## src/rtl/inert_spi_if.sv

```systemverilog
// SPI monarch command/response bus for the inertial sequencer.
// master: drives snd/cmd, samples done/resp; slave: the reverse.
interface inert_spi_if;
  logic        snd;
  logic [15:0] cmd;
  logic        done;
  logic [15:0] resp;

  modport master (
    output snd,
    output cmd,
    input  done,
    input  resp
  );

  modport slave (
    input  snd,
    input  cmd,
    output done,
    output resp
  );
endinterface

```

## src/rtl/inert_spi_seq.sv

```systemverilog
// Inertial sensor SPI sequencer: power-up wait, three config writes,
// then a yaw L/H read per synchronized INT event.
// Ports: clk, rst_n (async, active-low), INT (async data-ready),
//   spi (master: snd/cmd out, done/resp in),
//   yaw_raw/vld (yaw result + one-clk strobe), cfg_done, err.
// Optional: INERT_SEQ_TIMEOUT_EN adds a done-wait timeout (sticky err).
module inert_spi_seq #(
  parameter int INIT_W      = 16,
  parameter int TIMEOUT_CYC = 1023
) (
  input  logic        clk,
  input  logic        rst_n,
  input  logic        INT,
  inert_spi_if.master spi,
  output logic [15:0] yaw_raw,
  output logic        vld,
  output logic        cfg_done,
  output logic        err
);

  typedef enum logic [2:0] {
    PWR_WAIT,
    CFG_INT,
    CFG_GYRO,
    CFG_RND,
    IDLE,
    RD_YL,
    RD_YH
  } state_e;

  localparam logic [15:0] C_INT  = 16'h0D02;
  localparam logic [15:0] C_GYRO = 16'h1160;
  localparam logic [15:0] C_RND  = 16'h1440;
  localparam logic [15:0] C_YL   = 16'hA600;
  localparam logic [15:0] C_YH   = 16'hA700;

  state_e            state_q;
  logic [INIT_W-1:0] cnt_q;
  logic [INIT_W-1:0] cnt_d;
  logic              int_ff1_q;
  logic              int_ff2_q;
  logic              int_ff3_q;
  logic              evt_q;
  logic              pend_q;
  logic              done_q;
  logic              done_rise;
  logic [7:0]        yawl_q;
  logic              snd_q;
  logic [15:0]       cmd_q;
  logic [15:0]       yaw_q;
  logic              vld_q;
  logic              cfg_q;
  logic              tmo_hit;
  logic              unused_resp;

  assign cnt_d       = cnt_q + 1'b1;
  assign done_rise   = spi.done & ~done_q;
  assign unused_resp = ^spi.resp[15:8];

  assign spi.snd  = snd_q;
  assign spi.cmd  = cmd_q;
  assign yaw_raw  = yaw_q;
  assign vld      = vld_q;
  assign cfg_done = cfg_q;

`ifdef INERT_SEQ_TIMEOUT_EN
  localparam int TW = $clog2(TIMEOUT_CYC + 1);

  logic [TW-1:0] tmo_q;
  logic          err_q;
  logic          busy;

  assign busy = (state_q != PWR_WAIT) &&
                (state_q != IDLE);

  // The snd cycle itself counts as the first waited clock,
  // so the abort lands exactly TIMEOUT_CYC clocks after snd.
  assign tmo_hit = busy && !snd_q && !done_rise &&
                   (tmo_q == TW'(TIMEOUT_CYC - 1));

  always_ff @(posedge clk or negedge rst_n) begin
    if (!rst_n) begin
      tmo_q <= '0;
      err_q <= 1'b0;
    end else begin
      if (!busy || snd_q)
        tmo_q <= TW'(1);
      else
        tmo_q <= tmo_q + 1'b1;
      if (tmo_hit)
        err_q <= 1'b1;
    end
  end

  assign err = err_q;
`else
  assign tmo_hit = 1'b0;
  assign err     = 1'b0;
`endif

  always_ff @(posedge clk or negedge rst_n) begin
    if (!rst_n) begin
      state_q   <= PWR_WAIT;
      cnt_q     <= '0;
      int_ff1_q <= 1'b0;
      int_ff2_q <= 1'b0;
      int_ff3_q <= 1'b0;
      evt_q     <= 1'b0;
      pend_q    <= 1'b0;
      done_q    <= 1'b0;
      yawl_q    <= '0;
      snd_q     <= 1'b0;
      cmd_q     <= '0;
      yaw_q     <= '0;
      vld_q     <= 1'b0;
      cfg_q     <= 1'b0;
    end else begin
      int_ff1_q <= INT;
      int_ff2_q <= int_ff1_q;
      int_ff3_q <= int_ff2_q;
      evt_q     <= int_ff2_q & ~int_ff3_q;
      done_q    <= spi.done;
      snd_q     <= 1'b0;
      vld_q     <= 1'b0;

      // Events before configuration completes are dropped.
      if (evt_q && cfg_q && state_q != IDLE)
        pend_q <= 1'b1;

      unique case (state_q)
        PWR_WAIT: begin
          cnt_q <= cnt_d;
          if (&cnt_d) begin
            cnt_q   <= '0;
            state_q <= CFG_INT;
            snd_q   <= 1'b1;
            cmd_q   <= C_INT;
          end
        end
        CFG_INT: begin
          if (tmo_hit) begin
            state_q <= PWR_WAIT;
          end else if (done_rise) begin
            state_q <= CFG_GYRO;
            snd_q   <= 1'b1;
            cmd_q   <= C_GYRO;
          end
        end
        CFG_GYRO: begin
          if (tmo_hit) begin
            state_q <= PWR_WAIT;
          end else if (done_rise) begin
            state_q <= CFG_RND;
            snd_q   <= 1'b1;
            cmd_q   <= C_RND;
          end
        end
        CFG_RND: begin
          if (tmo_hit) begin
            state_q <= PWR_WAIT;
          end else if (done_rise) begin
            state_q <= IDLE;
            cfg_q   <= 1'b1;
          end
        end
        IDLE: begin
          if (evt_q || pend_q) begin
            state_q <= RD_YL;
            snd_q   <= 1'b1;
            cmd_q   <= C_YL;
            pend_q  <= 1'b0;
          end
        end
        RD_YL: begin
          if (tmo_hit) begin
            state_q <= IDLE;
          end else if (done_rise) begin
            yawl_q  <= spi.resp[7:0];
            state_q <= RD_YH;
            snd_q   <= 1'b1;
            cmd_q   <= C_YH;
          end
        end
        RD_YH: begin
          if (tmo_hit) begin
            state_q <= IDLE;
          end else if (done_rise) begin
            yaw_q   <= {spi.resp[7:0], yawl_q};
            vld_q   <= 1'b1;
            state_q <= IDLE;
          end
        end
        default: state_q <= PWR_WAIT;
      endcase
    end
  end

endmodule

```

## src/flat_wrapper.sv

```systemverilog
// flat-port wrapper written by rule: the top's interface ports become plain ports
module inert_spi_seq_flat 
#(
  parameter int INIT_W      = 16,
  parameter int TIMEOUT_CYC = 1023
)
  (clk, rst_n, INT, yaw_raw, vld, cfg_done, err, spi_snd, spi_cmd, spi_done, spi_resp);
  inert_spi_if spi_i ();
  input  logic clk;
  input  logic rst_n;
  input  logic INT;
  output logic [15:0] yaw_raw;
  output logic vld;
  output logic cfg_done;
  output logic err;
  output wire logic [$bits(spi_i.snd)-1:0] spi_snd;
  output wire logic [$bits(spi_i.cmd)-1:0] spi_cmd;
  input wire logic [$bits(spi_i.done)-1:0] spi_done;
  input wire logic [$bits(spi_i.resp)-1:0] spi_resp;
  assign spi_snd = spi_i.snd;
  assign spi_cmd = spi_i.cmd;
  assign spi_i.done = spi_done;
  assign spi_i.resp = spi_resp;
  inert_spi_seq #(.INIT_W(INIT_W), .TIMEOUT_CYC(TIMEOUT_CYC)) u_core (.clk(clk), .rst_n(rst_n), .INT(INT), .spi(spi_i), .yaw_raw(yaw_raw), .vld(vld), .cfg_done(cfg_done), .err(err));
endmodule
```

## config.mk

```make
export PLATFORM = sky130hd
export DESIGN_NAME = inert_spi_seq_flat
export DESIGN_NICKNAME = d
export VERILOG_FILES = /design/src/rtl/inert_spi_if.sv /design/src/rtl/inert_spi_seq.sv /design/src/flat_wrapper.sv
export SDC_FILE = /design/constraint.sdc
export NUM_CORES = 1
export LEC_CHECK = 0
export BUFFER_PORTS_ARGS = -buffer_cell sky130_fd_sc_hd__buf_2
export CAP_MARGIN = 20
export CORE_ASPECT_RATIO = 1.5
export CORE_MARGIN = 2
export CORE_UTILIZATION = 40
export CTS_CLUSTER_DIAMETER = 80
export DETAILED_ROUTE_END_ITERATION = 16
export GPL_ROUTABILITY_DRIVEN = 0
export PLACE_DENSITY = 0.71
export SLEW_MARGIN = 15
export SYNTH_ARGS = -nofsm -noshare
export SYNTH_HDL_FRONTEND = slang
export SYNTH_SLANG_ARGS = --single-unit
```

## constraint.sdc

```tcl
create_clock -name clk -period 2.84 [get_ports clk]
set_input_delay 0.142 -clock clk [delete_from_list [all_inputs] [get_ports clk]]
set_output_delay 0.142 -clock clk [all_outputs]
set_load 0.02 [all_outputs]
```

# Word level (Yosys, flattened, before mapping)
# Index checks and enable logic that the tools add are counted.
[word_totals] regBits=68 input_bits=20 elab_cells=67
[op_classes] addsub=1 n_eq_ne=13 n_mux=22 bitwise=4 n_reduce_logical=13
[ops] cell="two-way mux 16 bit" n=6
[ops] cell="one-hot mux 16 bit (5 select lines)" n=1
[ops] cell="two-way mux 3 bit" n=6
[ops] cell="one-hot mux 3 bit (6 select lines)" n=1
[ops] cell="adder 16 x 1 -> 16 bit, second input constant" n=1
[ops] cell="AND reduction 16 bit" n=1
[ops] cell="inequality test 2 x 1 -> 1 bit, second input constant" n=6
[ops] cell="AND reduction 6 bit" n=2
[ops] cell="equality test 3 bit, second input constant" n=3
[ops] cell="two-way mux 1 bit" n=7
[ops] cell="equality test 3 x 2 -> 1 bit, second input constant" n=2
[ops] cell="AND reduction 2 bit" n=3
[ops] cell="nonzero test 5 bit" n=1
[ops] cell="equality test 3 x 1 -> 1 bit, second input constant" n=1
[ops] cell="zero test 3 bit" n=1
[ops] cell="inequality test 3 bit, second input constant" n=1
[ops] cell="one-hot mux 1 bit (3 select lines)" n=1
[ops] cell="OR reduction 3 bit" n=1
[ops] cell="bitwise AND 1 bit" n=2
[ops] cell="logical AND 1 bit" n=2
[ops] cell="inverter 1 bit" n=2
[ops] cell="OR reduction 2 bit" n=1
[ops] cell="logical OR 1 bit" n=1

# Depth between registers and ports, before layout
[logic_depth] ltp_word=5 ltp_mapped=9 depth_no_buf=8

# Worst setup path before layout
# No wires, ideal clock.
[synth_timing] kind="register to register" start="register u_core.cnt_q[1]" end="register u_core.cnt_q[1]" arrival_ns=1.978 slack_ns=0.706 path_stages_with_launch=9 cell_sequence="dfrtp_1 -> ha_1 -> nand2_1 -> nor4_4 -> xnor2_1 -> nor4_4 -> nor3b_4 -> buf_6 -> a211oi_1"
[synth_between] elab_chain_cells=3
[synth_rtl] item="from (decl)" line_no="inert_spi_seq.sv:38" source="logic [INIT_W-1:0] cnt_q;"
[synth_rtl] item="from (signal assigned)" line_no="inert_spi_seq.sv:132" source="cnt_q <= cnt_d;"
[synth_rtl] item="adder 16 x 1 -> 16 bit *" line_no="inert_spi_seq.sv:56" source="assign cnt_d = cnt_q + 1'b1;"
[synth_rtl] item="AND reduction 16 bit" line_no="inert_spi_seq.sv:133" source="if (&cnt_d) begin"
[synth_rtl] item="two-way mux 16 bit *" line_no="inert_spi_seq.sv:133"
# Every way passes the cells marked *; elsewhere a longest branch is shown, timed or not.
# A chain may end at the register's enable or synchronous reset.

# Worst setup path in the final report
[layout_timing] start="register u_core.cnt_q[1]" end="register u_core.cnt_q[12]"
# Same word-level chain as after synthesis.

==> summary.txt <==
Routing
  – WL final: 5660 um
  – DRT antenna net count: 0
  – Via count: 2,146
  – Routed len/inst: 14.3 um
  – First-iteration detailed-routing DRC count: about 100
  – Vias per cell: 5.41
  – DRT Pass-1 Iters: 4
  – DRC viols: 0

STA
  – Final Skew: ~0.0061 ns
  – Final Hold Vio Count: 0
  – Worst slew pin tran: 0.867 ns
  – Final period utilization: 86.4%
  – Setup TNS: 0 ns
  – Normalized max-slew margin: between 40% and 50%
  – RSZ-0062 raised after global routing: false
  – Upper clock frequency limit: 0.407 GHz
  – Slew Viols, Final: 0
  – Final setup fails: 0
  – Minimum clock period: 2.45 ns

Yosys
  – EDFF count, synth: 0
  – Mean Syn Cell Area: 10.6 um^2
  – Mapped Cells: roughly 270
  – Top FF cell, synth: dfrtp_1
  – Synth Cell Area: 2870 um^2
  – Count of different cell masters after synthesis: 49
  – Async SR Flop Fraction: 100%
  – Register area share after synthesis: 50.5%
  – Synthesized flop and latch total: 58
  – Yosys warnings: 0

Pwr
  – P_int: 0.00124 W
  – Worst IR Drop VDD: 480 uV
  – Sequential Power Share: between 50% and 60%
  – Leak: approximately 1.6 nW
  – P_sw: 0.000355 W
  – Sw Share: 22.2%
  – Logic pwr share: under 10%
  – Clock power frac: 44.6%
  – Pwr Density: 485 nW/um^2

Worst setup path
  – Most common cell on crit path: nor4_4
  – Crit Path Category: reg2reg
  – Highest-delay cell along the critical path: dfrtp_1
  – R2R setup slack: roughly 0.39 ns
  – Critical Path AT: between 2 and 3 ns
  – Startpoint Class: flip-flop
  – R2r endpoint: u_core.cnt_q[12]
  – Max stage delay on crit path: approximately 0.46 ns
  – Critical Path Sink Type: flip-flop
  – CP Cell Sequence: ha_1 > nand2_1 > nor4_4 > xnor2_1 > nor4_4 > nor3b_4 > buf_4 > nor3_1
  – Launching point of the worst reg2reg path: u_core.cnt_q[1]
  – CP Max Fanout: 12
  – R2R depth: 8
  – CP required: 3.05 ns

Die
  – Die H: 108 um
  – Core footprint: 6900 um^2
  – Die ar.: 7890 um^2
  – Ports: 56
  – Chip width: around 73 um
  – Initial core utilization: about two fifths
  – Cell Rows: 37

Worst hold path
  – Hold Path Cell Cnt: 2
  – Worst Hold End: u_core.yawl_q[4]
  – Tightest Hold Check Type: in2reg
  – HP Start: spi_resp[4]

Global route
  – Gr usage total: 15.9%
  – Grt total ovfl: 0
  – Vias in the first global route: 2,097
  – Global-route wire length before repair: 9740 um
  – Largest net degree at the start of global routing: 38
  – Initial antenna violation count: 0

Cells and area
  – Area growth from synthesis to layout: 14.8%
  – Fill cells: 608
  – N_diodes: 0
  – Nets@finish: 336
  – Most frequent cells in the layout: dfrtp_1, buf_2, mux2_2
  – Fin cells: 397
  – Proportion of layout cells with a drive suffix above 1: 29.5%
  – Most common cell after layout, fill and taps aside: dfrtp_1

CTS
  – H-tree depth: 3
  – CTS tree: built
  – Setup Fix Bufs, Post-CTS: 0
  – Clock buffer count from CTS: 9
  – Clock slew at reported path FFs: 0.07 ns
  – Clock Latency Late Sink: 0.33 ns
  – CTS Root Cell: clkbuf_8
  – Clock buffer depth: 2
  – TritonCTS Sinks: between 50 and 60

Job
  – Maxcap violations: 0

Placed design
  – Hpwl dp: 4080 um
  – Number of port buffers: 40
  – # placed instances: 378

Status
  – Status: complete, no violations
-- cells in the mapped netlist, types with 2 or more instances --
cell	instances	area share [%]
a21oi_1	11	1.9
and2_1	2	0.44
and3_1	2	0.44
buf_4	12	3.1
clkbuf_1	7	0.91
dfrtp_1	58	51
ha_1	2	0.87
inv_1	7	0.91
mux2_2	24	9.4
nand2_1	19	2.5
nand2b_1	8	1.7
nand3_1	7	1.2
nand4_1	4	0.87
nor2_1	23	3.0
nor2b_1	4	0.87
nor3_1	12	2.1
nor3b_1	3	0.78
nor4_1	4	0.87
nor4_4	2	1.5
o211ai_1	2	0.52
o21a_1	5	1.3
o21ai_0	14	2.4
o22ai_1	4	0.87
o31ai_1	5	1.3
or2_2	2	0.44
or3_1	3	0.65
xnor2_1	4	1.2
-- per-stage QoR --
| step | setup WS, ns | area [um^2] | hold WS, ns | utilization (%) | power (W) |
|---|---|---|---|---|---|
| after floorplan | 0.706 | 2900 | -0.154 | - | 0.000876 |
| after global routing | 0.200 | 3300 | 0.0518 | 47.8 | 0.00166 |
| after global placement | 0.448 | 3080 | 0.251 | 44.7 | 0.000898 |
| after CTS | 0.405 | 3300 | 0.0456 | 47.8 | 0.00162 |
| final | 0.386 | 3300 | 0.0587 | 47.8 | 0.00160 |
| after detailed placement | 0.444 | 3080 | 0.257 | 44.7 | 0.000899 |
-- worst max-delay path: cells and delay by family, from the launching register on --
family                     cells  cell delay (ns)
buffers and inverters          1             0.21
and+or+nand+nor                5             1.16
DFF                            1             0.46
xor gates and xnor gates       1             0.22
adders and majority gates      1             0.29
-- logic make-up after synthesis --
| group | count (synthesis) | share of synthesized area, % |
|---|---|---|
| buf+inv | 28 | 5.53 |
| fa+ha+maj | 2 | 0.871 |
| mux | 25 | 9.75 |
| compound gates | 51 | 11.3 |
| flops | 58 | 50.5 |
| xor+xnor | 4 | 1.22 |
| other cells | 1 | 0.130 |
| simple gates | 103 | 20.7 |
-- flip-flops by register name, indices dropped and copies added (netlist names), 3 cells and up --
register        count
u_core.cnt_q       16
u_core.yawl_q       8
u_core.spi.cmd      6
u_core.state_q      3
u_core.yaw_raw     16
-- repair_timing --
action | in CTS | in global routing
endpoints found under the hold margin | 38 | 0
hold buffers | 3 | 0
gates resized for setup | 0 | 0
-- worst max path at each step --
stage | start | endpoint | slack [ns]
floorplan | u_core.cnt_q[1] | u_core.cnt_q[1] | 0.71
global placement | u_core.cnt_q[1] | u_core.cnt_q[12] | 0.45
detailed placement | u_core.cnt_q[1] | u_core.cnt_q[12] | 0.44
CTS | u_core.cnt_q[1] | u_core.cnt_q[12] | 0.40
global route | u_core.cnt_q[1] | u_core.cnt_q[1] | 0.20
finish | u_core.cnt_q[1] | u_core.cnt_q[12] | 0.39
-- power by group through the flow --
stage / sequential [W] / clock [W] / combinational (W)
final: 0.000836 / 0.000714 / 0.0000499
after global routing: 0.000836 / 0.000763 / 0.0000576
after CTS: 0.000836 / 0.000733 / 0.0000515
after detailed placement: 0.000851 / 0 / 0.0000482
after global placement: 0.000851 / 0 / 0.0000470
after floorplan: 0.000853 / 0 / 0.0000229
-- per-layer routing --
layer	vias up	GRT usage [%]	wire length, um
li1	1037	-	-
met1	1049	19.1	2370
met2	53	27.2	2980
met3	7	4.03	238
met4	0	5.29	69
met5	-	0	0
-- final cells by class --
class                   instances  area, um^2  share of cell area (%)
clock buffers                  10         128                    3.87
clock inverters                 6        57.6                    1.74
inverters                       7        26.3                   0.796
multi-input cells             192        1290                    39.0
flip-flops and latches         58        1450                    44.0
well taps                      78        97.6                    2.96
repair buffers                 46         253                    7.66
No activity file was read; power rests on OpenSTA's default activity.
